`src/rtl/dm_port_arbiter.sv`:
```
// Data-memory port arbiter: shares one DM port between the CPU M stage and a DMA burst engine.
// Optional macro DM_ARB_FIXED_PRIO_EN: CPU always wins IDLE conflicts instead of round-robin.
//
// state | meaning
// IDLE  | CPU accesses pass through; a DMA request is latched here
// DMA   | one beat per cycle until the latched length is used up
module dm_port_arbiter #(
  parameter int MAX_BURST = 8,
  parameter int DM_WORDS  = 4096
) (
  input  logic        clk,
  input  logic        reset,
  input  logic        c_req,
  input  logic [31:0] c_addr,
  input  logic [31:0] c_wdata,
  input  logic [3:0]  c_byteen,
  input  logic [31:0] c_pc,
  output logic [31:0] c_rdata,
  output logic        c_stall,
  input  logic        d_req,
  input  logic [31:0] d_addr,
  input  logic [3:0]  d_len,
  input  logic        d_we,
  input  logic [31:0] d_wdata,
  output logic        d_beat,
  output logic        d_done,
  output logic        d_rvalid,
  output logic [31:0] d_rdata,
  output logic [31:0] m_data_addr,
  output logic [31:0] m_data_wdata,
  output logic [3:0]  m_data_byteen,
  output logic [31:0] m_inst_addr,
  input  logic [31:0] m_data_rdata
);

  localparam logic [3:0]  MAX_LEN   = 4'(MAX_BURST);
  localparam logic [31:0] ADDR_MASK = 32'(DM_WORDS * 4 - 1);

  typedef enum logic {IDLE, DMA} state_t;

  state_t      state_q, state_d;
  logic [31:0] addr_q, addr_d;
  logic [3:0]  beats_q, beats_d;
  logic        we_q, we_d;
  logic        last_dma_q, last_dma_d;
  logic        rvalid_q, rvalid_d;
  logic [31:0] rdata_q, rdata_d;
  logic        dma_wins;
  logic        cpu_grant;
  logic        rd_beat;
  logic [3:0]  len_eff;

`ifdef DM_ARB_FIXED_PRIO_EN
  assign dma_wins = 1'b0;
`else
  assign dma_wins = ~last_dma_q;
`endif

  always_comb begin
    if (d_len == 4'd0)         len_eff = 4'd1;
    else if (d_len > MAX_LEN)  len_eff = MAX_LEN;
    else                       len_eff = d_len;
  end

  always_comb begin
    state_d       = state_q;
    addr_d        = addr_q;
    beats_d       = beats_q;
    we_d          = we_q;
    last_dma_d    = last_dma_q;
    rvalid_d      = 1'b0;
    cpu_grant     = 1'b0;
    rd_beat       = 1'b0;
    c_stall       = 1'b0;
    d_beat        = 1'b0;
    d_done        = 1'b0;
    m_data_addr   = 32'h0;
    m_data_wdata  = 32'h0;
    m_data_byteen = 4'h0;
    m_inst_addr   = 32'h0;
    // While reset is held the port stays quiet and the CPU is not stalled.
    if (!reset) begin
      case (state_q)
        IDLE: begin
          if (c_req && (!d_req || !dma_wins)) begin
            cpu_grant     = 1'b1;
            m_data_addr   = c_addr;
            m_data_wdata  = c_wdata;
            m_data_byteen = c_byteen;
            m_inst_addr   = c_pc;
            last_dma_d    = 1'b0;
          end else if (d_req) begin
            state_d = DMA;
            addr_d  = d_addr & ~32'h3;
            beats_d = len_eff;
            we_d    = d_we;
            c_stall = c_req;
          end
        end
        DMA: begin
          d_beat        = 1'b1;
          c_stall       = c_req;
          m_data_addr   = addr_q;
          m_data_wdata  = d_wdata;
          m_data_byteen = we_q ? 4'hF : 4'h0;
          addr_d        = (addr_q + 32'd4) & ADDR_MASK;
          rd_beat       = ~we_q;
          rvalid_d      = ~we_q;
          if (beats_q == 4'd1) begin
            d_done     = 1'b1;
            state_d    = IDLE;
            beats_d    = 4'd0;
            last_dma_d = 1'b1;
          end else begin
            beats_d = beats_q - 4'd1;
          end
        end
        default: state_d = IDLE;
      endcase
    end
  end

  // Read-data paths kept apart from the address mux so m_data_rdata -> output has no false loop.
  assign c_rdata = cpu_grant ? m_data_rdata : 32'h0;
  assign rdata_d = rd_beat ? m_data_rdata : rdata_q;

  always_ff @(posedge clk) begin
    if (reset) begin
      state_q    <= IDLE;
      addr_q     <= 32'h0;
      beats_q    <= 4'd0;
      we_q       <= 1'b0;
      last_dma_q <= 1'b0;
      rvalid_q   <= 1'b0;
      rdata_q    <= 32'h0;
    end else begin
      state_q    <= state_d;
      addr_q     <= addr_d;
      beats_q    <= beats_d;
      we_q       <= we_d;
      last_dma_q <= last_dma_d;
      rvalid_q   <= rvalid_d;
      rdata_q    <= rdata_d;
    end
  end

  assign d_rvalid = rvalid_q;
  assign d_rdata  = rdata_q;

endmodule
```
`config.mk`:
```
export PLATFORM = sky130hd
export DESIGN_NAME = dm_port_arbiter
export DESIGN_NICKNAME = d
export VERILOG_FILES = /design/src/rtl/dm_port_arbiter.sv
export SDC_FILE = /design/constraint.sdc
export NUM_CORES = 1
export LEC_CHECK = 0
export ABC_CLOCK_PERIOD_IN_PS = 3700
export BUFFER_PORTS_ARGS = -buffer_cell sky130_fd_sc_hd__buf_2
export CAP_MARGIN = 20
export CORE_AREA = 8 8 138 140
export CTS_BUF_LIST = sky130_fd_sc_hd__clkbuf_8
export CTS_CLUSTER_SIZE = 10
export DETAILED_ROUTE_END_ITERATION = 7
export DIE_AREA = 0 0 146 148
export SETUP_SLACK_MARGIN = 0.2
export SKIP_LAST_GASP = 1
export SYNTH_ARGS = -nofsm -noshare
export SYNTH_HDL_FRONTEND = slang
export SYNTH_SLANG_ARGS = --single-unit
export TNS_END_PERCENT = 10
```
`constraint.sdc`:
```
create_clock -name clk -period 3.7 [get_ports clk]
set_input_delay 0.555 -clock clk [delete_from_list [all_inputs] [get_ports clk]]
set_output_delay 0.555 -clock clk [all_outputs]
set_load 0.05 [all_outputs]
```
==> impl_summary.log <==
INFO  metric design.final.nets = 1021
INFO  metric totalNegativeSetupSlack = 0 ns
INFO  metric post_synth.cell_area_avg = 8.44 sq um
INFO  metric synth.top_cell.area_share = 36.2%
INFO  metric grt_max_degree = 79
INFO  metric synthDistinctLibCells = 47
INFO  metric via_count = 4750
INFO  metric core = 16900 sq um
INFO  metric finish.cell_count_without_fillers = 1043
INFO  metric die_h = 148 um
INFO  metric ys_seq_elements = 70
INFO  metric critPathBufInv = 3
INFO  metric syn-cell-area = 3870 sq um
INFO  metric cts_tree = done
INFO  metric maxSlewViolCount = 0
INFO  metric pin_count = 373
INFO  metric worst_setup_path_start_kind = flip-flop
INFO  metric worst-r2r-setup-slack = 1.90 ns
INFO  metric synth-compound-area-share = 30.4%
INFO  metric vias_in_the_first_global_route = 4538
INFO  metric post_synth_fa_ha_maj_area_fraction = 0.969%
INFO  metric drive_above_1_share = 50.1%
INFO  metric placed_cells = 1027
INFO  metric clock.fmax = 335 MHz
INFO  metric grt_antenna_before_repair = 1
INFO  metric drtIter0Drc = 178
INFO  metric synth_top_family_by_area = compound AO/OA/AOI/OAI gates
INFO  metric synth_seq_area_share = 36.2%
INFO  metric clock_latency = 0.36 ns
INFO  metric io_buffers = 370
INFO  metric powerDensity = 366 nW/um^2
INFO  metric power.static_leakage = 3.30 nW
INFO  metric postLayoutSetupSlackWorst = 0.712 ns
INFO  metric start_util = 22.9%
INFO  metric critPathMaxFanout = 78
INFO  metric regToRegEndpoint = addr_q[5]
INFO  metric post_cts.resized_instances = 0
INFO  metric cts_max_path_buffers = 2
INFO  metric rows = 48
INFO  metric ys_top_cells_by_count = 93 x sky130_fd_sc_hd__a22o_1, 70 x sky130_fd_sc_hd__dfxtp_1, 66 x sky130_fd_sc_hd__and2_1
INFO  metric hold_viol_final = 0
INFO  metric synthTopCellsByArea = sky130_fd_sc_hd__dfxtp_1 36%, sky130_fd_sc_hd__a22o_1 21%, sky130_fd_sc_hd__and2_1 11%
INFO  metric cts-buffers-inserted = 9
INFO  metric final.fill_count = 1836
INFO  metric post_cts_buffers = 0
INFO  metric synthDominantAreaCellType = sky130_fd_sc_hd__dfxtp_1
INFO  metric final.period_utilization = 80.8%
INFO  metric syn_inst = 459
INFO  metric setup.worst_path.end = m_data_wdata[25]
INFO  metric setup_viol_count_final = 0
INFO  metric total_design_power = 0.00223 W
INFO  metric muxShareOfSynthArea = 0.291%
INFO  metric timing.hold.ws = 0.425 ns
INFO  metric drv.max_cap_violation_count = 0
INFO  metric htree_num_levels = 3
INFO  metric cts_num_sinks = 70
INFO  metric post-place-ws = 0.986 ns
INFO  metric grt_first_pass_wirelength = 27600 um
INFO  metric diodes = 0
INFO  metric yosysWarnings = 0
INFO  metric dominant_cell_by_count_in_the_synthesized_netlist = sky130_fd_sc_hd__a22o_1
INFO  metric holdBufCountCts = 0
INFO  metric cpMostUsedCell = sky130_fd_sc_hd__buf_4
INFO  metric die-width = 146 um
INFO  metric tightest_slew = 0.708 ns
INFO  metric synth-main-ff-cell = sky130_fd_sc_hd__dfxtp_1
INFO  metric gpl.final_weighted_congestion = 0.858
INFO  metric min_path_type = in2reg
INFO  metric route.detailed.drc = 0
INFO  metric critical_path.startpoint = state_q
INFO  metric layout_min_cycle_time = 2.99 ns
INFO  metric reg2reg_depth = 5
INFO  metric clk_transition_reported_paths = 0.08 ns
INFO  metric antenna_left = 0
INFO  metric required = 3.14 ns
INFO  metric root_buf_cell = sky130_fd_sc_hd__clkbuf_8
INFO  metric fin_worst_skew = 0.0104 ns
INFO  metric drtPass1Iterations = 4
INFO  metric status = finished clean
INFO  metric routed_wl = 18800 um
INFO  metric detailedPlacementHpwl = 15400 um
INFO  metric syn2layout_area_growth = 57.2%
INFO  metric fp.dieArea = 21600 sq um
INFO  metric critical_path.max_stage_delay = 0.48 ns
INFO  metric timing.slew.headroom = 52.8%
INFO  metric grt_util_all_layers = 16.2%
INFO  metric grt_setup_unrepaired = false
INFO  metric criticalPathCategory = reg2out
INFO  metric syn_nets = 667
INFO  metric synth_enable_flop_cells = 0
INFO  metric critical_path_depth = 6
INFO  metric cp_top_family = buffers and inverters
INFO  metric worstPathCellList = buf_4, or2_1, nor2b_4, buf_4, a22o_1, buf_2
INFO  metric detail_route.vias_per_cell = 4.55
INFO  metric peakVddDrop = 0.183 mV
INFO  metric postSynth.asyncResetShare = 0%
INFO  metric worst-endpoint-arrival = 2.43 ns
INFO  metric synth_xor_area_share = 1.58%
INFO  metric wire_per_inst = 18.0 um
INFO  metric synth_simple_gate_area_share = 24.0%
INFO  metric grt_overflow = 0
INFO  metric timing.critical_path.slowest_stage_cell = sky130_fd_sc_hd__buf_4
INFO  metric rr_startpoint = last_dma_q
INFO  metric cp-end-kind = primary output
[power breakdown]
group | internal [W] | switching, W | total (W)
clock | 0.000302 | 0.000291 | 0.000593
sequential | 0.000810 | 0.0000512 | 0.000861
combinational | 0.000246 | 0.000528 | 0.000775
[per-stage QoR]
stage,utilization [%],area [sq um]
final,36.0,6090
after global routing,36.0,6090
after CTS,36.0,6090
after detailed placement,34.9,5910
after global placement,34.9,5910
after floorplan,-,3870
[cell families after synthesis]
kind of cell / after synthesis
compound gates: 150
xor+xnor: 7
fa+ha+maj: 3
buf+inv: 51
flops: 70
mux: 1
simple gates: 177
[flip-flops by register name, indices dropped and copies added (netlist names)]
register,flops
addr_q,30
beats_q,4
d_rdata,32
d_rvalid,1
last_dma_q,1
state_q,1
we_q,1
[placed cells by master, fill, tap and decap left out, drive strengths merged, types with 5 or more instances in the layout]
cell type / count
inv: 11
nor2: 15
and2: 67
and3: 6
a21oi: 28
clkbuf: 9
dfxtp: 70
a22o: 93
nand2: 64
a211oi: 10
buf: 386
nand3: 5
[per-layer routing]
layer  up-vias  wire length [um]  GRT usage (%)
met4         2               197           4.22
li1       2353                 -              -
met5         -                 9              0
met1      2184              8030           19.6
met3        13              1320           4.98
met2       198              9270           27.5
[area by class of cell]
cell class / count / area (sq um) / area share (%)
Multi-Input combinational cell: 338 / 2220 / 36.5
Sequential cell: 70 / 1400 / 23.0
Tap cell: 225 / 282 / 4.62
Clock buffer: 9 / 124 / 2.03
Timing Repair Buffer: 386 / 1970 / 32.4
Inverter: 8 / 30.0 / 0.493
Clock inverter: 7 / 58.8 / 0.965
[how the worst min path moves through the flow]
stage	cells past startpoint	start	end
after floorplan	2	addr_q[14]	addr_q[14]
after global placement	2	addr_q[17]	addr_q[17]
after global routing	2	m_data_rdata[9]	d_rdata[9]
after CTS	2	m_data_rdata[14]	d_rdata[14]
after detailed placement	2	addr_q[24]	addr_q[24]
final	2	m_data_rdata[9]	d_rdata[9]
(Power assumes the default switching activity.)
